--- config.mk ---
export PLATFORM = sky130hd
export DESIGN_NAME = hotbit_flat
export DESIGN_NICKNAME = d
export VERILOG_FILES = /design/src/rtl/hotbit_if.sv /design/src/rtl/hotbit.sv /design/src/flat_wrapper.sv
export SDC_FILE = /design/constraint.sdc
export NUM_CORES = 1
export LEC_CHECK = 0
export CORE_MARGIN = 2
export CORE_UTILIZATION = 42
export CTS_CLUSTER_SIZE = 8
export DETAILED_ROUTE_END_ITERATION = 7
export GPL_TIMING_DRIVEN = 0
export PLACE_DENSITY = 0.77
export SLEW_MARGIN = 20
export SYNTH_ARGS = -nofsm -noshare
export SYNTH_HDL_FRONTEND = slang
export SYNTH_SLANG_ARGS = --single-unit
--- constraint.sdc ---
create_clock -name clk -period 0.8 [get_ports clk]
set_input_delay 0.16 -clock clk [delete_from_list [all_inputs] [get_ports clk]]
set_output_delay 0.16 -clock clk [all_outputs]
set_load 0.01 [all_outputs]
--- src/rtl/hotbit_if.sv ---
// hotbit_if: write-select request and strobe bundle for the hotbit decoder
interface hotbit_if #(parameter int N = 32);
  localparam int W = $clog2(N);
  logic [W-1:0] reg_wr_cod;
  logic         wr_en;
  logic         Outn [N-1:0];
  logic         wr_any;
  logic         cod_err;
  modport master (output reg_wr_cod, wr_en, input Outn, wr_any, cod_err);
  modport slave (input reg_wr_cod, wr_en, output Outn, wr_any, cod_err);
endinterface

--- src/rtl/hotbit.sv ---
// hotbit: registered one-hot write-strobe decoder for the register bank
module hotbit #(parameter int N = 32) (
  input logic clk,
  input logic rst_n,
  hotbit_if.slave bus
);
  localparam int W = $clog2(N);
  logic [N-1:0] out_d, out_q;
  logic any_d, any_q, err_d, err_q;
  always_comb begin
    for (int i = 0; i < N; i++) out_d[i] = bus.wr_en && (bus.reg_wr_cod == W'(i));
    any_d = |out_d;
    err_d = bus.wr_en && (32'(bus.reg_wr_cod) >= 32'(N));
  end
  always_ff @(posedge clk or negedge rst_n)
    if (!rst_n) {out_q, any_q, err_q} <= '0;
    else {out_q, any_q, err_q} <= {out_d, any_d, err_d};
  always_comb begin
    for (int i = 0; i < N; i++) bus.Outn[i] = out_q[i];
    bus.wr_any = any_q;
    bus.cod_err = err_q;
  end
endmodule

--- src/flat_wrapper.sv ---
// flat-port wrapper written by rule: the top's interface ports become plain ports
module hotbit_flat 
#(parameter int N = 32)
  (clk, rst_n, bus_reg_wr_cod, bus_wr_en, bus_Outn, bus_wr_any, bus_cod_err);
  hotbit_if #(.N(N)) bus_i ();
  input logic clk;
  input logic rst_n;
  input wire logic [$bits(bus_i.reg_wr_cod)-1:0] bus_reg_wr_cod;
  input wire logic [$bits(bus_i.wr_en)-1:0] bus_wr_en;
  output wire logic [$bits(bus_i.Outn)-1:0] bus_Outn;
  output wire logic [$bits(bus_i.wr_any)-1:0] bus_wr_any;
  output wire logic [$bits(bus_i.cod_err)-1:0] bus_cod_err;
  assign bus_i.reg_wr_cod = bus_reg_wr_cod;
  assign bus_i.wr_en = bus_wr_en;
  assign bus_Outn = {>>{bus_i.Outn}};
  assign bus_wr_any = bus_i.wr_any;
  assign bus_cod_err = bus_i.cod_err;
  hotbit #(.N(N)) u_core (.clk(clk), .rst_n(rst_n), .bus(bus_i));
endmodule
-- Word level (Yosys, flattened, before mapping)
Index checks and enable logic that the tools add are counted.
- reductions and logical operators: 34
- equal/unequal tests: 31
- operators with widths (operator ; count):
    5-bit == test (second input constant) ; 16
    5-bit by 4-bit == test with 1-bit output (second input constant) ; 8
    1-bit logical AND ; 32
    32-bit OR reduction ; 1
    5-bit by 3-bit == test with 1-bit output (second input constant) ; 4
    5-bit by 2-bit == test with 1-bit output (second input constant) ; 2
    5-bit by 1-bit == test with 1-bit output (second input constant) ; 1
    5-bit logical NOT ; 1
- input bits: 8
- logic and storage cells: 67
- output and inout port bits: 34
- bits in registers: 33

-- Depth between registers and ports, before layout
- depth in word-level cells: 3
- mapped depth: 3
- gate-level depth less buffers: 2

-- Worst setup path after synthesis
No wires, ideal clock.
- path type: input-to-reg
- start point: in bus_reg_wr_cod[1]
- end point: reg u_core.out_q[16], in the netlist u_core.bus.Outn[16]
- stages on the path: 2
- data arrival time: 0.795 ns
- data required time: 0.727 ns
- path slack: -0.067 ns
- buffers on the path: 0
- cell sequence: or4b_4 > nor2_1
- longest elaborated chain between the ends: 2
- RTL lines (item ; RTL line ; text):
    start: declaration ; flat_wrapper.sv:8 ; input wire logic [$bits(bus_i.reg_wr_cod)-1:0] bus_reg_wr_cod;
    5-bit == test ; hotbit.sv:11 ; for (int i = 0; i < N; i++) out_d[i] = bus.wr_en && (bus.reg_wr_cod == W'(i));
    1-bit logical AND ; hotbit.sv:11 ;
    net u_core.out_d[16] ; hotbit.sv:8 ; logic [N-1:0] out_d, out_q;
    end signal: assignment ; hotbit.sv:17 ; else {out_q, any_q, err_q} <= {out_d, any_d, err_d};
    end: declaration ; hotbit.sv:8 ;
The timed path passes the listed nets, and every way through them passes these cells.

-- Final worst setup path
- start point: reg u_core.out_q[31], in the netlist u_core.bus.Outn[31]
- end point: out bus_Outn[31]
- RTL lines (item ; RTL line ; text):
    end: declaration ; flat_wrapper.sv:10 ; output wire logic [$bits(bus_i.Outn)-1:0] bus_Outn;
No word-level cell between the ends.

==> metrics.md <==
| Metric | Value |
|---|---|
| Critical Path AT | 850 ps |
| Avg WL per Cell | 14.2 um |
| Post-synthesis cell type count | 13 |
| Grt total ovfl | 0 |
| ANT nets after route | 0 |
| Sw power | 0.627 mW |
| Clock power frac | 32.8% |
| Final wirelength | 2.23 mm |
| Worst EP required | 640 ps |
| Slew Viols, Final | 0 |
| Layout cells sized above 1 | 39.4% |
| Num ports | 42 |
| Most frequent cells in the layout | 33 x dfrtp_1, 32 x nor2_1, 28 x buf_2 |
| # diodes | 0 |
| Final weighted congestion of routability-driven global placement | 0.677 |
| Via/cell ratio | 4.80 |
| Maxcap violations | 0 |
| Synth top area share | 76.5% |
| DP Area | 0.00151 sq mm |
| Leak | 0.795 nW |
| Dpl hpwl | 1.56 mm |
| Netlist Area Pre-Place | 0.00108 sq mm |
| # port buffers | 40 |
| Clock sinks | 33 |
| TritonCTS clock tree | done |
| Startpoint Class | flip-flop |
| Vias in the first global route | 748 |
| Die width | 54.7 um |
| Combinational power share | 6.8% |
| Fin Hold WS | -140 ps |
| # setup viols final | 33 |
| Slowest library cell on the worst path | dfrtp_1 |
| CP Class | flip-flop to output port |
| Worst path bufs/invs | 1 |
| Setup Total Neg Slack | -6320 ps |
| Critical-path cell list | buf_6 |
| Top delay family on crit path | flip-flops |
| Mapped Cells | 83 |
| CP Max Fanout | 1 |
| Maximum root-to-sink buffer count | 2 |
| VDD IR max | 1.55 mV |
| Synth area leader | dfrtp_1 |
| Largest net degree at the start of global routing | 34 |
| Power Density | 1940 mW/mm^2 |
| Avg Cell Area, Syn | 13.0 sq um |
| Nets | 135 |
| Slew @ Worst Pin | 687 ps |
| Root Buffer | clkbuf_4 |
| Die Height | 54.7 um |
| Achievable frequency | 991 MHz |
| Area delta synth->final | 33.7% |
| Crit end category | output port |
| Cell area after layout | 0.00144 sq mm |
| Seq/Total Area, Yosys | 76.5% |
| Clock slew at reported path FFs | 90 ps |
| Gr usage total | 18.1% |
| Final Cycle Share | 126% |
| Failing checks | hold timing, setup timing |
| Minimum clock period after layout | 1010 ps |
| Min-delay worst type | input port to async pin |
| Switching Share | 22.4% |
| DRT Pass-1 Iters | 3 |
| Vias | 754 |
| Largest cells by area after synthesis | dfrtp_1 76%, nor2_1 11%, nand4bb_1 3.1%, nand4b_1 2.4%, or4b_4 1.3% |
| Core Area | 0.00245 sq mm |
| Slew headroom | 54.2% |
| Status | complete, but fails checks |
| Crit. Startpoint | u_core.bus.Outn[31] |
| Initial DRC Count | 8 |
| Synthesized flop and latch total | 33 |
| DRC | 0 |
| Commonest non-fill, non-tap cell in the layout | dfrtp_1 |
| Initial Util | 44.0% |
| Rows | 18 |
| Die Area | 0.00299 sq mm |
| Post-route setup slack | -209 ps |
| Filler cells | 226 |
| Crit path depth | 1 |
| TritonCTS Buffers | 5 |
| Worst path max stage delay | 390 ps |
| Initial antenna violation count | 0 |
| Reg power frac | 60.4% |
| CP Capture Point | bus_Outn[31] |
| RSZ-0062 raised after global routing | yes |
| H-tree Lvls | 2 |
| YS warnings | 0 |
| Final Hold Vio Count | 33 |
| Internal power | 2.17 mW |
| Post-CTS Setup Bufs | 0 |
| First-pass GRT wire length | 3.55 mm |
| Mapped Nets | 91 |
-- power groups by stage --
stage                     logic, mW  clock network, mW  registers, mW
final                         0.189              0.917           1.69
after global routing          0.212               1.03           1.69
after CTS                     0.191              0.949           1.69
after detailed placement      0.209                  0           1.72
after global placement        0.204                  0           1.72
after floorplan              0.0619                  0           1.73
-- metal layers --
layer  up-vias  part of all wire (%)  track usage (%)
li1        347                     -                -
met1       376                    36             20.1
met2        24                    55             29.6
met3         7                   7.5             8.74
met4         0                   2.0             7.50
met5         -                     0                0
-- through the flow --
step           worst slack [ps]  power, mW  utilization, %  instances
2_1_floorplan             -51.7       1.79               -         83
3_3_place_gp               -915       1.93            61.8        153
3_5_place_dp               -689       1.93            61.6        153
4_1_cts                    -228       2.83            57.4        157
5_1_grt                    -259       2.93            58.8        157
6_report                   -209       2.79            58.8        157
-- repair_timing --
| action | 4_1_cts | 5_1_grt |
|---|---|---|
| setup endpoints to repair | 65 | 46 |
| pin swaps | 0 | 2 |
| hold endpoints to repair | 33 | 33 |
| gates resized for setup | 149 | 8 |
-- cell families (layout without fill, tap and decap cells) --
| kind of cell | after synthesis | in the layout | share of synthesized area, % |
|---|---|---|---|
| AND/OR/NAND/NOR | 44 | 44 | 20.6 |
| buffers and inverters | 5 | 49 | 2.55 |
| other | 1 | 1 | 0.347 |
| flip-flops | 33 | 33 | 76.5 |
-- Yosys cell counts --
library cell   count
nor2_1            32
or2_2              1
dfrtp_1           33
dlygate4sd1_1      1
conb_1             1
nand4bb_1          3
or4b_4             1
nand4b_1           3
buf_4              1
nand2_1            1
nand4_1            1
clkbuf_1           3
nand2b_1           2
-- layout make-up --
| cell class | count | area, sq um | share of cell area, % |
|---|---|---|---|
| clock buffers | 7 | 55.1 | 3.81 |
| flip-flops and latches | 33 | 826 | 57.2 |
| plain buffers | 2 | 16.3 | 1.13 |
| multi-input cells | 45 | 241 | 16.7 |
| repair buffers | 40 | 268 | 18.5 |
| well taps | 30 | 37.5 | 2.60 |
-- state kept, by name (all words and copies together) (netlist names) --
| name | flops |
|---|---|
| u_core.bus.wr_any | 1 |
| u_core.bus.Outn | 32 |
-- how the worst min path moves through the flow --
stage,start,to,slack [ps],cells past startpoint
after floorplan,rst_n,u_core.bus.Outn[0],-140,0
after global placement,rst_n,u_core.bus.Outn[4],900,1
after detailed placement,rst_n,u_core.bus.Outn[4],240,1
after CTS,rst_n,u_core.bus.Outn[25],-130,1
after global routing,rst_n,u_core.bus.Outn[4],-110,1
final,rst_n,u_core.bus.Outn[28],-140,1
No activity file was read; power rests on OpenSTA's default activity.
